## src/rtl/display_pkg.sv

```systemverilog
// Shared display-path constants: glyph ROM geometry, glyph base addresses
// and player-state codes used by the renderers that share the glyph ROM.
package display_pkg;

    localparam int TCG_ADDR_W = 9;
    localparam int TCG_DATA_W = 8;

    localparam logic [TCG_ADDR_W-1:0] GLYPH_PLAY   = 9'h000;
    localparam logic [TCG_ADDR_W-1:0] GLYPH_PAUSE  = 9'h008;
    localparam logic [TCG_ADDR_W-1:0] GLYPH_CHANGE = 9'h010;

    typedef enum logic [1:0] {
        PLAYER_PAUSE  = 2'b00,
        PLAYER_PLAY   = 2'b01,
        PLAYER_CHANGE = 2'b10
    } player_state_e;

    // First row address of the glyph drawn for a given player state.
    function automatic logic [TCG_ADDR_W-1:0] glyph_base(player_state_e st);
        logic [TCG_ADDR_W-1:0] base;
        case (st)
            PLAYER_PLAY:   base = GLYPH_PLAY;
            PLAYER_CHANGE: base = GLYPH_CHANGE;
            default:       base = GLYPH_PAUSE;
        endcase
        return base;
    endfunction

endpackage

```

## src/rtl/rr_pick.sv

```systemverilog
// Round-robin picker: rotate the request vector so the pointer sits at bit 0,
// take the first set bit, then rotate the one-hot result back.
module rr_pick #(
    parameter int N_REQ = 3,
    parameter int PTR_W = 2
) (
    input  logic [N_REQ-1:0] req,
    input  logic [PTR_W-1:0] ptr,
    output logic [N_REQ-1:0] winner,
    output logic             found
);

    logic [2*N_REQ-1:0] req_dbl;
    logic [2*N_REQ-1:0] win_dbl;
    logic [N_REQ-1:0]   req_rot;
    logic [N_REQ-1:0]   win_rot;

    // Rotate right by ptr: bit 0 of req_rot is requester ptr.
    always_comb begin
        req_dbl = {req, req} >> ptr;
        req_rot = req_dbl[N_REQ-1:0];
    end

    // First set bit in rotated order.
    always_comb begin
        win_rot = '0;
        found   = 1'b0;
        for (int i = 0; i < N_REQ; i++) begin
            if (req_rot[i] && !found) begin
                win_rot[i] = 1'b1;
                found      = 1'b1;
            end
        end
    end

    // Rotate the one-hot winner left by ptr back into requester order.
    always_comb begin
        win_dbl = {win_rot, win_rot} << ptr;
        winner  = win_dbl[2*N_REQ-1:N_REQ];
    end

endmodule

```

## src/rtl/tcgrom_arbiter.sv

```systemverilog
// Glyph ROM arbiter: grants one renderer per clock in round-robin order,
// supports a lock for multi-row glyph bursts, and steers each ROM read
// back to the renderer that issued it.
module tcgrom_arbiter
    import display_pkg::*;
#(
    parameter int N_REQ   = 3,
    parameter int ADDR_W  = TCG_ADDR_W,
    parameter int DATA_W  = TCG_DATA_W,
    parameter int ROM_LAT = 1
) (
    input  logic                    clk,
    input  logic                    reset,
    input  logic [N_REQ-1:0]        req,
    input  logic [N_REQ*ADDR_W-1:0] req_addr,
    input  logic [N_REQ-1:0]        req_lock,
    output logic [N_REQ-1:0]        gnt,
    output logic                    rom_en,
    output logic [ADDR_W-1:0]       rom_addr,
    input  logic [DATA_W-1:0]       rom_data,
    output logic [N_REQ-1:0]        rsp_valid,
    output logic [DATA_W-1:0]       rsp_data
);

    localparam int PTR_W = (N_REQ > 1) ? $clog2(N_REQ) : 1;
    localparam logic [PTR_W-1:0] LAST_IDX = PTR_W'(N_REQ - 1);

    logic [PTR_W-1:0]  ptr;
    logic              lock_on;
    logic [PTR_W-1:0]  lock_idx;

    logic [N_REQ-1:0]  pick_winner;
    logic              pick_found;
    logic [N_REQ-1:0]  owner_oh;
    logic [N_REQ-1:0]  gnt_int;
    logic [PTR_W-1:0]  gnt_idx;
    logic              xfer;
    logic [PTR_W-1:0]  ptr_next;

    logic [ADDR_W-1:0] addr_sel;
    logic [ADDR_W-1:0] last_addr;

    logic [N_REQ-1:0]  rsp_pipe [ROM_LAT];

    rr_pick #(
        .N_REQ (N_REQ),
        .PTR_W (PTR_W)
    ) u_pick (
        .req    (req),
        .ptr    (ptr),
        .winner (pick_winner),
        .found  (pick_found)
    );

    // Grant: a live lock owner wins outright; otherwise round-robin from ptr.
    // A lock owner that dropped req falls through to normal arbitration.
    always_comb begin
        owner_oh = {{(N_REQ-1){1'b0}}, 1'b1} << lock_idx;
        gnt_int  = '0;
        if (!reset) begin
            if (lock_on && req[lock_idx]) begin
                gnt_int = owner_oh;
            end else if (pick_found) begin
                gnt_int = pick_winner;
            end
        end
    end

    // Encode the granted requester and select its address.
    always_comb begin
        gnt_idx  = '0;
        addr_sel = '0;
        for (int i = 0; i < N_REQ; i++) begin
            if (gnt_int[i]) begin
                gnt_idx  = PTR_W'(i);
                addr_sel = req_addr[i*ADDR_W +: ADDR_W];
            end
        end
    end

    // Transfer detection and the pointer value following the granted slot.
    always_comb begin
        xfer     = |(req & gnt_int);
        ptr_next = (gnt_idx == LAST_IDX) ? '0 : gnt_idx + 1'b1;
    end

    // Pointer and lock owner update; any cycle without a transfer drops the lock.
    always_ff @(posedge clk) begin
        if (reset) begin
            ptr      <= '0;
            lock_on  <= 1'b0;
            lock_idx <= '0;
        end else if (xfer) begin
            if (req_lock[gnt_idx]) begin
                lock_on  <= 1'b1;
                lock_idx <= gnt_idx;
            end else begin
                lock_on  <= 1'b0;
                ptr      <= ptr_next;
            end
        end else begin
            lock_on <= 1'b0;
        end
    end

    // Remember the last granted address so rom_addr is stable while idle.
    always_ff @(posedge clk) begin
        if (reset) begin
            last_addr <= '0;
        end else if (xfer) begin
            last_addr <= addr_sel;
        end
    end

    // Response pipeline: each stage carries the grant vector one clock further.
    always_ff @(posedge clk) begin
        if (reset) begin
            for (int i = 0; i < ROM_LAT; i++) begin
                rsp_pipe[i] <= '0;
            end
        end else begin
            rsp_pipe[0] <= gnt_int;
            for (int i = 1; i < ROM_LAT; i++) begin
                rsp_pipe[i] <= rsp_pipe[i-1];
            end
        end
    end

    // Output drive; reset forces the ROM port and response strobe quiet at once.
    always_comb begin
        gnt       = gnt_int;
        rom_en    = |gnt_int;
        rom_addr  = reset ? '0 : (rom_en ? addr_sel : last_addr);
        rsp_valid = reset ? '0 : rsp_pipe[ROM_LAT-1];
        rsp_data  = rom_data;
    end

endmodule

```

## config.mk

```make
export PLATFORM = sky130hd
export DESIGN_NAME = tcgrom_arbiter
export DESIGN_NICKNAME = d
export VERILOG_FILES = /design/src/rtl/display_pkg.sv /design/src/rtl/rr_pick.sv /design/src/rtl/tcgrom_arbiter.sv
export SDC_FILE = /design/constraint.sdc
export NUM_CORES = 1
export LEC_CHECK = 0
export CAP_MARGIN = 5
export CORE_UTILIZATION = 38
export DETAILED_ROUTE_END_ITERATION = 10
export MAX_ROUTING_LAYER = met4
export PLACE_DENSITY = 0.88
export RECOVER_POWER = 50
export SKIP_LAST_GASP = 1
export SLEW_MARGIN = 40
export SYNTH_ARGS = -nofsm -noshare
export SYNTH_HDL_FRONTEND = slang
export SYNTH_SLANG_ARGS = --single-unit
```

## constraint.sdc

```tcl
create_clock -name clk -period 3.6 [get_ports clk]
set_input_delay 0.72 -clock clk [delete_from_list [all_inputs] [get_ports clk]]
set_output_delay 0.72 -clock clk [all_outputs]
set_load 0.01 [all_outputs]
```

Word-level counts from Yosys, hierarchy flattened

Memories as Yosys holds them, arrays and structs flattened.
Cells that the tools add are included.

Bits in registers: 14
Bits in writable memories: 3
Input port bits: 43
Output and inout port bits: 24
Word-level logic and storage cells: 53
Memories: 1

Add/subtract/negate cells: 1
$lt $le $gt $ge: 2
Equal/unequal tests: 1
Shift-type cells: 3
Multiplexer cells: 27
Bitwise gates (word level): 3
Reductions and logical operators: 11

Memory list:

| memory   | depth | bits a word | read ports | clocked after Yosys merged registers in | write ports | RTL line             | text |
|---|---|---|---|---|---|---|---|
| rsp_pipe | 1     | 3           | 1          | 0                                       | 1           | tcgrom_arbiter.sv:43 | `logic [N_REQ-1:0] rsp_pipe [ROM_LAT];` |

Operators with widths:

| kind                                                                          | number |
|---|---|
| 9-bit two-way mux                                                             | 5 |
| 3-bit two-way mux                                                             | 5 |
| 1-bit two-way mux                                                             | 13 |
| 3-bit OR reduction                                                            | 3 |
| 2-bit by 3-bit less-than comparator with 1-bit output (second input constant) | 2 |
| 6-bit by 2-bit << shifter with 6-bit output                                   | 1 |
| 6-bit by 2-bit >> shifter with 3-bit output                                   | 1 |
| 1-bit binary-select mux with 2-bit select                                     | 2 |
| 2-bit two-way mux                                                             | 2 |
| 2-bit AND reduction                                                           | 2 |
| 3-bit bitwise AND                                                             | 1 |
| 1-bit logical AND                                                             | 3 |
| 1-bit by 2-bit << shifter with 3-bit output (first input constant)            | 1 |
| 2-bit by 1-bit adder with 2-bit output (second input constant)                | 1 |
| 2-bit equality test (second input constant)                                   | 1 |
| 1-bit logical NOT                                                             | 2 |
| 1-bit inverter                                                                | 2 |
| 2-bit OR reduction                                                            | 1 |

Logic depth before layout (Yosys ltp)

Word-level depth: 18
Gate-level depth with buffers: 7
Mapped depth without buffers: 6

By module

From an unflattened synthesis, not the netlist that was laid out.

Cells, all modules: 170
Area, all modules: 1293.7 µm²

By module, submodules not included:

| module         | instances | cells each | area each (µm²) | sequential area each (µm²) |
|---|---|---|---|---|
| tcgrom_arbiter | 1         | 159        | 1214.9          | 340.3 |
| rr_pick        | 1         | 11         | 78.8            | 0.0 |

Worst setup path before layout

Ideal clock, no wire load.

Path type: input to output
From: in req[2]
To: out rom_addr[2]
Arrival time: 2.033 ns
Data required time: 2.880 ns
Path slack: 0.847 ns
Stages: 7
Buffers on the path: 1
Path through: mux2i_1 > o21ai_2 > a211oi_4 > a211oi_4 > buf_6 > a222oi_1 > nand2_1

Longest elaborated chain between the ends: 17
Elaborated cells between the ends (all ways): 23
Those cells by class: shift (2); mux (15); reduce/logical (6)

Ends and longest elaborated chain:

| element                                     | RTL line              | text |
|---|---|---|
| start: declaration                          | tcgrom_arbiter.sv:14  | `input logic [N_REQ-1:0] req,` |
| 6-bit by 2-bit >> shifter with 3-bit output | rr_pick.sv:20         | `req_dbl = {req, req} >> ptr;` |
| 1-bit two-way mux                           | rr_pick.sv:29         | `if (req_rot[i] && !found) begin` |
| 1-bit logical NOT                           | rr_pick.sv:29         |  |
| 1-bit logical AND                           | rr_pick.sv:29         |  |
| 1-bit two-way mux                           | rr_pick.sv:29         |  |
| 1-bit logical NOT                           | rr_pick.sv:29         |  |
| 1-bit logical AND                           | rr_pick.sv:29         |  |
| 1-bit two-way mux                           | rr_pick.sv:29         |  |
| 6-bit by 2-bit << shifter with 6-bit output | rr_pick.sv:38         | `win_dbl = {win_rot, win_rot} << ptr;` |
| 3-bit two-way mux                           | tcgrom_arbiter.sv:63  | `end else if (pick_found) begin` |
| 3-bit two-way mux (*)                       | tcgrom_arbiter.sv:61  | `if (lock_on && req[lock_idx]) begin` |
| 3-bit two-way mux (*)                       | tcgrom_arbiter.sv:60  | `if (!reset) begin` |
| 9-bit two-way mux (3 in a row)              | tcgrom_arbiter.sv:74  | `if (gnt_int[i]) begin` |
| 9-bit two-way mux (*) (2 in a row)          | tcgrom_arbiter.sv:133 | `rom_addr = reset ? '0 : (rom_en ? addr_sel : last_addr);` |
| end: declaration                            | tcgrom_arbiter.sv:19  | `output logic [ADDR_W-1:0] rom_addr,` |

Mark *: on every way between the ends. The rest lies on a longest branch, timed or not. The select of a mux whose other input is x is not followed.

Final worst setup path

From: in req[1]
To: out rom_addr[0]

Same word-level chain as after synthesis.

==> impl_results.md <==
* Top Ports at 67
* Xor/xnor share of the synthesized area at 0%
* Worst-path clk slew at 0.09 ns
* Total GRT Usage at 30.67%
* Largest family of logic cells by synthesized area: compound AO/OA/AOI/OAI gates
* DR vias at 1318
* Slew margin rel. at 71.29%
* Syn_nets at 165
* 1st-iter DRT viols at 85
* Crit path DAT at 2.81 ns
* Root buf cell: clkbuf_4
* Core area at 0.002500 mm²
* Initial DRT Pass Iterations at 5
* RePlAce Congestion at 0.8836
* Power Total at 577.6 µW
* Vias in the first global route at 1339
* Crit Path Class: in2out
* Required @ worst endpoint at 2.88 ns
* Die Y-Extent at 53.52 µm
* # H-tree levels at 1
* CP Capture Type: output port
* Worst min path class: reg2reg
* CTS buffer count at 3
* Die area at 0.002864 mm²
* Final period utilization at 98.18%
* Worst r2r dst: last_addr[0]
* Synthesized area at 0.001008 mm²
* Placed cells at 201
* Post-Layout Cell Count at 229
* Post-route minimum period at 3.534 ns
* NumNets Final at 243
* Pre-CTS setup slack at -0.3066 ns
* Synth unique cells at 33
* Vias/cell at 5.755
* WL final at 3890 µm
* Area grow syn2layout at 73.95%
* Syn Inst Count at 122
* Rows at 18
* Skew-Pair Late Insertion Delay at 0.30 ns
* CTS Sinks at 17
* DRC viols at 0
* Cell taking the most area after synthesis: dfxtp_1
* Syn Area/Cell at 8.266 µm²
* Setup WS post-layout at 0.06560 ns
* CTS tree: yes
* Global-route wire length before repair at 6044 µm
* Peak Freq at 282.9 MHz
* Max-Cap Viols at 0
* Unrepaired setup endpoints after global routing: no
* CP Max Fanout at 10
* Crit start category: input pin
* Starting density of the core at 40.34%
* Min-Delay Path Depth at 2
* Max Root-Sink Buffers at 2
* Setup tns final at 0 ns
* Total global routing overflow at 0
* Final ANT Viol Nets at 0
* Reg2Reg Setup Slack at 0.87 ns
* Worst Hold End: last_addr[1]
* Hold Fails Final Rpt at 0
* Share of the yosys chip area belonging to registers at 33.75%
* Cell Pwr Density at 329.3 mW/mm²
* Dpl hpwl at 2220 µm
* Setup violators final at 0
* Clk_skew at 0.01169 ns
* Design Area, Final at 0.001754 mm²
* Compound-Gate Fraction of Synth Area at 28.66%
* Worst hold start: last_addr[1]
* Synth top area share at 33.75%
* Peak supply drop at 278.4 µV
* Synth Area in Adders at 0%
* Port bufs at 50
* Die W at 53.52 µm
* Worst r2r src: lock_idx[1]
* Number of diodes at 0
* Reg2Reg Depth at 15
* Worst slew pin tran at 0.4306 ns
* Yosys reg bits at 17
* P_leak at 0.0008570 µW
* Dpl cell area at 0.001555 mm²
* Share of cells above drive strength 1 at 24.12%
* Wirelength per Cell at 16.99 µm
* Largest net degree at the start of global routing at 14
* Slew Limit Fails at 0
* Mux contribution to synthesized area at 3.226%
* YS warnings at 0
* Hold_buf cts at 0
* Status: finished, final reports clean
* Synthesized-area fraction occupied by and/or/nand/nor cells at 23.20%
* Initial antenna violation count at 0
* Synth top area cells: dfxtp_1, nand2_1, a222oi_1, buf_4, a211oi_4
-- cell usage in the layout, fill, tap and decap left out, drive strengths merged, types with 3 or more instances in the layout --
cell / n
dlygate4sd2: 9
clkbuf: 4
nor2: 4
clkdlybuf4s50: 38
dfxtp: 17
buf: 37
nand2b: 3
nor2b: 4
a21oi: 6
inv: 3
o21ai: 4
a222oi: 9
a211oi: 4
o21a: 3
nand2: 34
-- Yosys cell counts, drive strengths merged --
| cell | n |
|---|---|
| a211o | 1 |
| a211oi | 4 |
| a21oi | 6 |
| a221oi | 1 |
| a222oi | 9 |
| a31oi | 1 |
| a32o | 1 |
| a41o | 1 |
| and2 | 1 |
| and2b | 2 |
| and3 | 1 |
| buf | 12 |
| clkbuf | 2 |
| dfxtp | 17 |
| inv | 3 |
| mux2 | 2 |
| mux2i | 1 |
| nand2 | 34 |
| nand2b | 3 |
| nand3 | 1 |
| nand3b | 2 |
| nor2 | 4 |
| nor2b | 4 |
| o211a | 1 |
| o211ai | 1 |
| o21a | 3 |
| o21ai | 4 |
-- layout make-up --
type / count / area [µm²]
clock buffer: 3 / 22.52
clock inverter: 1 / 5.005
fill: 169 / 745.7
inverter: 3 / 11.26
multi-input combinational: 88 / 558.0
sequential: 17 / 340.3
tap: 30 / 37.54
timing repair buffer: 87 / 779.5
-- worst max path at each step --
stage,startpoint,end,cells after the start
6_report,req[1],rom_addr[0],9
3_5_place_dp,req[2],rom_addr[4],9
5_1_grt,req[1],rom_addr[0],9
3_3_place_gp,req[2],rom_addr[0],9
4_1_cts,req[0],rom_en,10
2_1_floorplan,req[2],rom_addr[2],7
-- state kept, by name, indices dropped and copies added, names as in the netlist --
name       cells
rsp_pipe       3
ptr            2
lock_on        1
lock_idx       2
last_addr      9
-- kinds of logic after synthesis --
group,after synthesis
AND/OR/NAND/NOR,52
flip-flops,17
AO/OA/AOI/OAI,33
multiplexers,3
buffers and inverters,17
-- what timing repair did --
item                       in CTS  in global routing
setup endpoints to repair      10                  9
resized for setup              13                  4
pin swaps                      10                  5
setup buffers                  23                  1
-- report_power, final --
group | switching (µW) | internal, µW
clock | 62.1 | 41.4
sequential | 14.7 | 211
combinational | 106 | 143
-- stage by stage --
stage / utilization, % / hold slack, ns
floorplan: - / 0.4398
global placement: 62.21 / 0.4541
detailed placement: 62.21 / 0.4627
CTS: 70.07 / 0.4921
global route: 70.17 / 0.5261
finish: 70.17 / 0.5107
-- metal layers --
metal  vias to the layer above  global-route usage [%]  share of wire (%)
li1                        585                       -                  -
met2                        80                   52.29                 50
met3                        17                   4.023                7.5
met4                         0                   15.79                3.9
met5                         -                       -                  0
met1                       636                   34.59                 39
-- worst max-delay path, stage by stage --
cell	delay, ns
clkdlybuf4s50_1	0.52
nand2b_1	0.12
a21oi_1	0.06
a211oi_4	0.30
a211oi_4	0.08
buf_12	0.15
a222oi_1	0.41
nand2_1	0.13
dlygate4sd2_1	0.31
Note: power is estimated with default switching activity, not from simulation.
